[src/rtl/mux_rr_arbiter_pkg.sv]
// Shared encodings for the two-requester packet arbiter.
// Imported by the grant helper and the arbiter top level.
package mux_rr_arbiter_pkg;

    // Raw FSM state codes
    localparam logic [1:0] IDLE  = 2'd0;
    localparam logic [1:0] OWN_A = 2'd1;
    localparam logic [1:0] OWN_B = 2'd2;

    typedef enum logic [1:0] {
        ST_IDLE  = IDLE,
        ST_OWN_A = OWN_A,
        ST_OWN_B = OWN_B
    } state_e;

    // Source tag carried with each output beat
    localparam logic SRC_A = 1'b0;
    localparam logic SRC_B = 1'b1;

    // Owner state that a grant decision leads to
    function automatic state_e own_state(input logic grant_b);
        return grant_b ? ST_OWN_B : ST_OWN_A;
    endfunction

endpackage

[src/rtl/arb_grant2.sv]
// Two-way round-robin grant decision.
// On a tie the requester that did not win last time is chosen.
module arb_grant2
    import mux_rr_arbiter_pkg::*;
(
    input  logic a_valid,
    input  logic b_valid,
    input  logic last_winner,
    output logic grant_valid,
    output logic grant_b
);

    // Pick the winner among the presented requests
    always_comb begin
        grant_valid = a_valid | b_valid;
        grant_b     = 1'b0;
        unique case (1'b1)
            (a_valid & b_valid):  grant_b = (last_winner != SRC_B);
            (~a_valid & b_valid): grant_b = 1'b1;
            default:              grant_b = 1'b0;
        endcase
    end

endmodule

[src/rtl/mux_rr_arbiter.sv]
// Packet-locked round-robin arbiter sharing one 2:1 word mux
// between requesters A and B, with a one-entry output register.
module mux_rr_arbiter
    import mux_rr_arbiter_pkg::*;
#(
    parameter int unsigned DATA_WIDTH = 32,
    parameter int unsigned MAX_BEATS  = 16
) (
    input  logic                  clk,
    input  logic                  reset_n,
    input  logic                  a_valid,
    input  logic                  a_last,
    input  logic [DATA_WIDTH-1:0] a_data,
    output logic                  a_ready,
    input  logic                  b_valid,
    input  logic                  b_last,
    input  logic [DATA_WIDTH-1:0] b_data,
    output logic                  b_ready,
    output logic                  out_valid,
    input  logic                  out_ready,
    output logic [DATA_WIDTH-1:0] out_data,
    output logic                  out_last,
    output logic                  out_src,
    output logic                  err_overlen
);

    localparam int unsigned CNT_W = $clog2(MAX_BEATS + 1);
    localparam logic [CNT_W-1:0] CUT_AT = CNT_W'(MAX_BEATS - 1);

    state_e                  state_q;
    logic                    last_winner_q;
    logic [CNT_W-1:0]        beat_cnt_q;
    logic [CNT_W-1:0]        beat_cnt_d;
    logic                    out_valid_q;
    logic [DATA_WIDTH-1:0]   out_data_q;
    logic                    out_last_q;
    logic                    out_src_q;
    logic                    err_q;
    logic                    err_d;

    logic                    own_a;
    logic                    own_b;
    logic                    out_free;
    logic                    sel_b;
    logic [DATA_WIDTH-1:0]   mux_data;
    logic                    mux_last;
    logic                    accept;
    logic                    cut;
    logic                    pkt_end;
    logic                    arb_a_req;
    logic                    arb_b_req;
    logic                    grant_valid;
    logic                    grant_b;

    // Handshake, and-or data mux, and packet boundary detection
    always_comb begin
        own_a    = (state_q == ST_OWN_A);
        own_b    = (state_q == ST_OWN_B);
        out_free = ~out_valid_q | out_ready;
        a_ready  = own_a & out_free;
        b_ready  = own_b & out_free;
        sel_b    = own_b;
        mux_data = ({DATA_WIDTH{~sel_b}} & a_data)
                 | ({DATA_WIDTH{sel_b}}  & b_data);
        mux_last = (~sel_b & a_last) | (sel_b & b_last);
        accept   = (a_valid & a_ready) | (b_valid & b_ready);
        cut      = accept & ~mux_last & (beat_cnt_q == CUT_AT);
        pkt_end  = accept & (mux_last | cut);
    end

    // Arbiter sees everyone in IDLE, only the other side at packet end
    always_comb begin
        arb_a_req = 1'b0;
        arb_b_req = 1'b0;
        unique case (1'b1)
            (state_q == ST_IDLE): begin
                arb_a_req = a_valid;
                arb_b_req = b_valid;
            end
            own_a: arb_b_req = pkt_end & b_valid;
            own_b: arb_a_req = pkt_end & a_valid;
            default: begin
                arb_a_req = 1'b0;
                arb_b_req = 1'b0;
            end
        endcase
    end

    arb_grant2 u_grant (
        .a_valid     (arb_a_req),
        .b_valid     (arb_b_req),
        .last_winner (last_winner_q),
        .grant_valid (grant_valid),
        .grant_b     (grant_b)
    );

    // Beat counter and sticky overlength flag next values
    always_comb begin
        beat_cnt_d = beat_cnt_q;
        if (pkt_end) begin
            beat_cnt_d = '0;
        end else if (accept) begin
            beat_cnt_d = beat_cnt_q + CNT_W'(1);
        end
        err_d = err_q | cut;
    end

    // Ownership FSM with beat counter and error flag
    always_ff @(posedge clk or negedge reset_n) begin
        if (!reset_n) begin
            state_q       <= ST_IDLE;
            last_winner_q <= SRC_B;
            beat_cnt_q    <= '0;
            err_q         <= 1'b0;
        end else begin
            beat_cnt_q <= beat_cnt_d;
            err_q      <= err_d;
            unique case (state_q)
                ST_IDLE: begin
                    if (grant_valid) begin
                        state_q       <= own_state(grant_b);
                        last_winner_q <= grant_b;
                    end
                end
                ST_OWN_A, ST_OWN_B: begin
                    if (pkt_end) begin
                        if (grant_valid) begin
                            state_q       <= own_state(grant_b);
                            last_winner_q <= grant_b;
                        end else begin
                            state_q <= ST_IDLE;
                        end
                    end
                end
                default: state_q <= ST_IDLE;
            endcase
        end
    end

    // Output register: load on accept, empty on drain, else hold
    always_ff @(posedge clk or negedge reset_n) begin
        if (!reset_n) begin
            out_valid_q <= 1'b0;
            out_data_q  <= '0;
            out_last_q  <= 1'b0;
            out_src_q   <= 1'b0;
        end else if (accept) begin
            out_valid_q <= 1'b1;
            out_data_q  <= mux_data;
            out_last_q  <= mux_last | cut;
            out_src_q   <= sel_b ? SRC_B : SRC_A;
        end else if (out_valid_q & out_ready) begin
            out_valid_q <= 1'b0;
        end
    end

    assign out_valid   = out_valid_q;
    assign out_data    = out_data_q;
    assign out_last    = out_last_q;
    assign out_src     = out_src_q;
    assign err_overlen = err_q;

endmodule

[config.mk]
export PLATFORM = sky130hd
export DESIGN_NAME = mux_rr_arbiter
export DESIGN_NICKNAME = d
export VERILOG_FILES = /design/src/rtl/mux_rr_arbiter_pkg.sv /design/src/rtl/arb_grant2.sv /design/src/rtl/mux_rr_arbiter.sv
export SDC_FILE = /design/constraint.sdc
export NUM_CORES = 1
export LEC_CHECK = 0
export CORE_UTILIZATION = 45
export CTS_BUF_LIST = sky130_fd_sc_hd__clkbuf_2
export DETAILED_ROUTE_END_ITERATION = 10
export PLACE_DENSITY_LB_ADDON = 0.12
export SYNTH_ARGS = -nofsm -noshare
export SYNTH_HDL_FRONTEND = slang
export SYNTH_HIERARCHICAL = 1
export SYNTH_SLANG_ARGS = --single-unit
[constraint.sdc]
create_clock -name clk -period 5.05 [get_ports clk]
set_input_delay 1.515 -clock clk [delete_from_list [all_inputs] [get_ports clk]]
set_output_delay 1.515 -clock clk [all_outputs]
set_load 0.01 [all_outputs]
==> run_results.csv <==
group,metric,value,unit
status,run_status,"finished, final reports clean",
sta,max-slew-margin-rel,0.334,
clocking,hold_buffers,0,
sta,worst_clock_skew,0.0205,ns
pwr,p_leak,0.00140,uW
logic_synthesis,synth.yosys.seq_area_share,0.508,
flow_run,max-cap-violations,0,
place,place_ws,0.663,ns
worst_setup_path,reg2reg_slack,2.08,ns
worst_setup_path,worst_r2r_startpoint,"state_q[0]$_DFFE_PN0P_",
pwr,fin_total_pwr,1640,uW
pwr,switchingPower,587,uW
worst_setup_path,worst-r2r-cell-count,11,
logic_synthesis,synthDominantAreaCellType,"sky130_fd_sc_hd__dfrtp_1",
clocking,cts-buffers-inserted,5,
pwr,share_clk_of_total_power,0.118,
logic_synthesis,synth_area,2170,sq um
finish,register_area,1100,sq um
die,chipWidth,71.4,microns
worst_setup_path,critical_path.reg2reg.endpoint,"state_q[0]$_DFFE_PN0P_",
die,initial_core_util,0.481,
routing,initialDrtViolationCount,78,
finish,finish.instance_area,3340,sq um
finish,num_antenna_cells,0,
worst_setup_path,critical_path_peak_fanout,6,
grt,grt_max_degree,60,
place,dp.final_hpwl,3710,microns
logic_synthesis,synth_top_cells_by_count,"sky130_fd_sc_hd__dfrtp_1 (43), sky130_fd_sc_hd__nand2_1 (41), sky130_fd_sc_hd__o21ai_1 (36)",
logic_synthesis,yosys_register_bits,44,
die,floorplan.die.height,71.4,microns
sta,maximum_frequency_from_static_timing_analysis,228,MHz
routing,detail_route.drc_violations,0,
place,gp_routability_congestion,0.748,
worst_setup_path,critPathKind,"in -> out",
pwr,powerDensity,491,nW/um^2
worst_setup_path,cp_data_required_time,3.54,ns
pwr,internal_power,1050,uW
pwr,comb_power_share,0.520,
sta,tightest_slew,0.995,ns
routing,routed-via-count,1870,
sta,timing.final.hold_violations,0,
logic_synthesis,synth_enable_flop_cells,0,
clocking,clk_pin_slew_worst_paths,0.22,ns
sta,unrepaired_setup_endpoints_after_global_routing,"false",
routing,detail_route.wirelength,5070,microns
logic_synthesis,synth_ff_type,"sky130_fd_sc_hd__dfrtp_1",
clocking,ctsLongestPathBuffers,2,
grt,grt_pass1_vias,1908,
sta,post_route_setup_tns,0,ns
place,placed_area,3270,sq um
die,boundaryPins,109,
logic_synthesis,post-synth-top-count-cell,"sky130_fd_sc_hd__dfrtp_1",
logic_synthesis,synth_nets,288,
grt,gr-usage-all-layers,0.215,
worst_setup_path,timing.critical_path.from_type,"input port",
clocking,htree_num_levels,2,
grt,grt_first_pass_wirelength,8520,microns
clocking,cts_setup_buffers,0,
logic_synthesis,synthTopCellsByArea,"sky130_fd_sc_hd__dfrtp_1 (50%), sky130_fd_sc_hd__mux2i_1 (15%), sky130_fd_sc_hd__o21ai_1 (8.3%)",
place,port_buffers,108,
routing,route.detailed.wl_per_inst,13.7,microns
sta,timing_max_transition_violations_final,0,
clocking,clock-sinks,44,
min_path,hold_class,"reg -> reg",
logic_synthesis,yosys-mux-area-fraction,0.173,
pwr,relative_contribution_of_sequential_cells_to_total_power,0.361,
routing,iteration_count_of_the_initial_detailed_routing_pass,4,
routing,vias_per_cell,5.05,
logic_synthesis,synth_top_family_by_area,"multiplexers",
sta,setup_viol_count_final,0,
die,die-area,5100,sq um
logic_synthesis,ys_warn_count,6,
logic_synthesis,synth-compound-area-share,0.127,
logic_synthesis,synth-adder-area-share,0.0346,
clocking,tritoncts,"built",
logic_synthesis,synth_simple_gate_area_frac,0.119,
pwr,switching_share_of_power,0.358,
worst_setup_path,arrival,2.87,ns
logic_synthesis,post_synth_top_area_share,0.496,
logic_synthesis,netlist-cell-type-count,32,
finish,layout-drive-gt1-share,0.0566,
logic_synthesis,synthXorXnorAreaFrac,0,
grt,grt_overflow,0,
clocking,clock-root-buffer,"sky130_fd_sc_hd__clkbuf_2",
routing,drtAntennaViolNets,0,
logic_synthesis,syn_avg_cell_area,10.3,sq um
sta,fin_crit_sh,0.867,
finish,num-nets-final,394,
sta,min_period,4.38,ns
die,core.rowCount,24,
worst_setup_path,timing.critical_path.to_type,"primary output",
worst_setup_path,cp-startpoint,"out_ready",
die,core-area,4500,sq um
clocking,clock_latency,0.40,ns
sta,timing.final.ws_setup,0.670,ns
clocking,post_cts_resize_count,0,
worst_setup_path,critPathCapture,"b_ready",
logic_synthesis,synth-async-reset-ratio,1.00,
pwr,vdd_ir_drop_max,313,uV
logic_synthesis,postSynthCellCount,211,
finish,filler_cell_count,341,
grt,antenna_found_initial,0,
finish,area.growth.synth_to_final,53.8,%
finish,multi_input_comb_area,988,sq um
## power by group through the flow
| stage | sequential, uW | clock [uW] | combinational (uW) |
|---|---|---|---|
| floorplan | 656 | 0 | 390 |
| finish | 591 | 194 | 851 |
| CTS | 593 | 201 | 862 |
| global placement | 593 | 0 | 838 |
| detailed placement | 598 | 0 | 858 |
| global route | 612 | 213 | 944 |
## worst min-delay path by stage
stage	startpoint	to	slack [ns]	cells after the start
floorplan	beat_cnt_q[3]$_DFFE_PN0P_	beat_cnt_q[3]$_DFFE_PN0P_	0.44	1
global placement	err_overlen$_DFF_PN0_	err_overlen$_DFF_PN0_	0.45	1
detailed placement	err_overlen$_DFF_PN0_	err_overlen$_DFF_PN0_	0.45	1
CTS	err_overlen$_DFF_PN0_	err_overlen$_DFF_PN0_	0.50	1
global route	out_src$_DFFE_PN0P_	out_src$_DFFE_PN0P_	0.52	2
finish	beat_cnt_q[3]$_DFFE_PN0P_	beat_cnt_q[3]$_DFFE_PN0P_	0.49	1
## cells by family (layout without fill, tap and decap cells)
family / after synthesis / count (layout)
AO/OA/AOI/OAI: 49 / 49
AND/OR/NAND/NOR: 59 / 59
adder cells (fa/ha/maj): 6 / 6
buffers and inverters: 17 / 124
flip-flops: 44 / 44
multiplexers: 36 / 36
## registers in the layout, summed over array words and instances (netlist names)
register       count
out_data          32
beat_cnt_q         5
state_q            2
err_overlen        1
last_winner_q      1
out_last           1
out_src            1
out_valid          1
## critical path: stages
cell                              delay (ns)
sky130_fd_sc_hd__clkdlybuf4s50_1        0.44
sky130_fd_sc_hd__nand2b_1               0.22
sky130_fd_sc_hd__and2_1                 0.16
sky130_fd_sc_hd__clkdlybuf4s50_1        0.52
## layout by cell type (no fill, tap or decap)
cell type                           n
sky130_fd_sc_hd__dfstp_2            1
sky130_fd_sc_hd__o22ai_1            1
sky130_fd_sc_hd__nand2_1           40
sky130_fd_sc_hd__nand2b_1           2
sky130_fd_sc_hd__and3_1             1
sky130_fd_sc_hd__a21oi_1            2
sky130_fd_sc_hd__o211ai_2           1
sky130_fd_sc_hd__a31oi_1            2
sky130_fd_sc_hd__clkbuf_2           5
sky130_fd_sc_hd__a31o_1             1
sky130_fd_sc_hd__nand2_2            1
sky130_fd_sc_hd__o21ai_0            1
sky130_fd_sc_hd__nand3_1            2
sky130_fd_sc_hd__dfrtp_1           43
sky130_fd_sc_hd__nor3_1             2
sky130_fd_sc_hd__ha_1               5
sky130_fd_sc_hd__o21ai_1           36
sky130_fd_sc_hd__nor2_1             2
sky130_fd_sc_hd__bufinv_16          1
sky130_fd_sc_hd__or2_1              2
sky130_fd_sc_hd__buf_2              1
sky130_fd_sc_hd__a22o_1             1
sky130_fd_sc_hd__o21a_1             1
sky130_fd_sc_hd__a21boi_0           1
sky130_fd_sc_hd__inv_1              5
sky130_fd_sc_hd__a21oi_2            1
sky130_fd_sc_hd__o31ai_1            1
sky130_fd_sc_hd__nor2b_1            3
sky130_fd_sc_hd__mux2_4             3
sky130_fd_sc_hd__and2_1             3
sky130_fd_sc_hd__mux2i_1           33
sky130_fd_sc_hd__clkdlybuf4s50_1  107
sky130_fd_sc_hd__ha_2               1
sky130_fd_sc_hd__nor3b_1            1
sky130_fd_sc_hd__clkinv_1           2
sky130_fd_sc_hd__buf_4              3
## metrics by stage
| stage | utilization | hold slack [ns] | instances |
|---|---|---|---|
| finish | 0.741 | 0.494 | 370 |
| CTS | 0.741 | 0.501 | 370 |
| detailed placement | 0.727 | 0.454 | 362 |
| global route | 0.741 | 0.521 | 370 |
| floorplan | - | 0.438 | 211 |
| global placement | 0.727 | 0.449 | 362 |
## routing by layer
metal / share of wire / GRT usage / routed length (microns) / vias up
met5: 0 / 0 / 0 / -
li1: - / - / - / 941
met1: 0.42 / 0.256 / 2130 / 855
met2: 0.49 / 0.367 / 2490 / 68
met3: 0.075 / 0.0802 / 380 / 6
met4: 0.013 / 0.0600 / 67 / 0
## area by class of cell
| cell class | instances | area share |
|---|---|---|
| clock buffers | 5 | 0.00750 |
| clock inverters | 3 | 0.0113 |
| inverters | 5 | 0.00563 |
| multi-input cells | 150 | 0.296 |
| flip-flops and latches | 44 | 0.330 |
| well taps | 52 | 0.0195 |
| repair buffers | 111 | 0.329 |
Note: power is estimated with default switching activity, not from simulation.
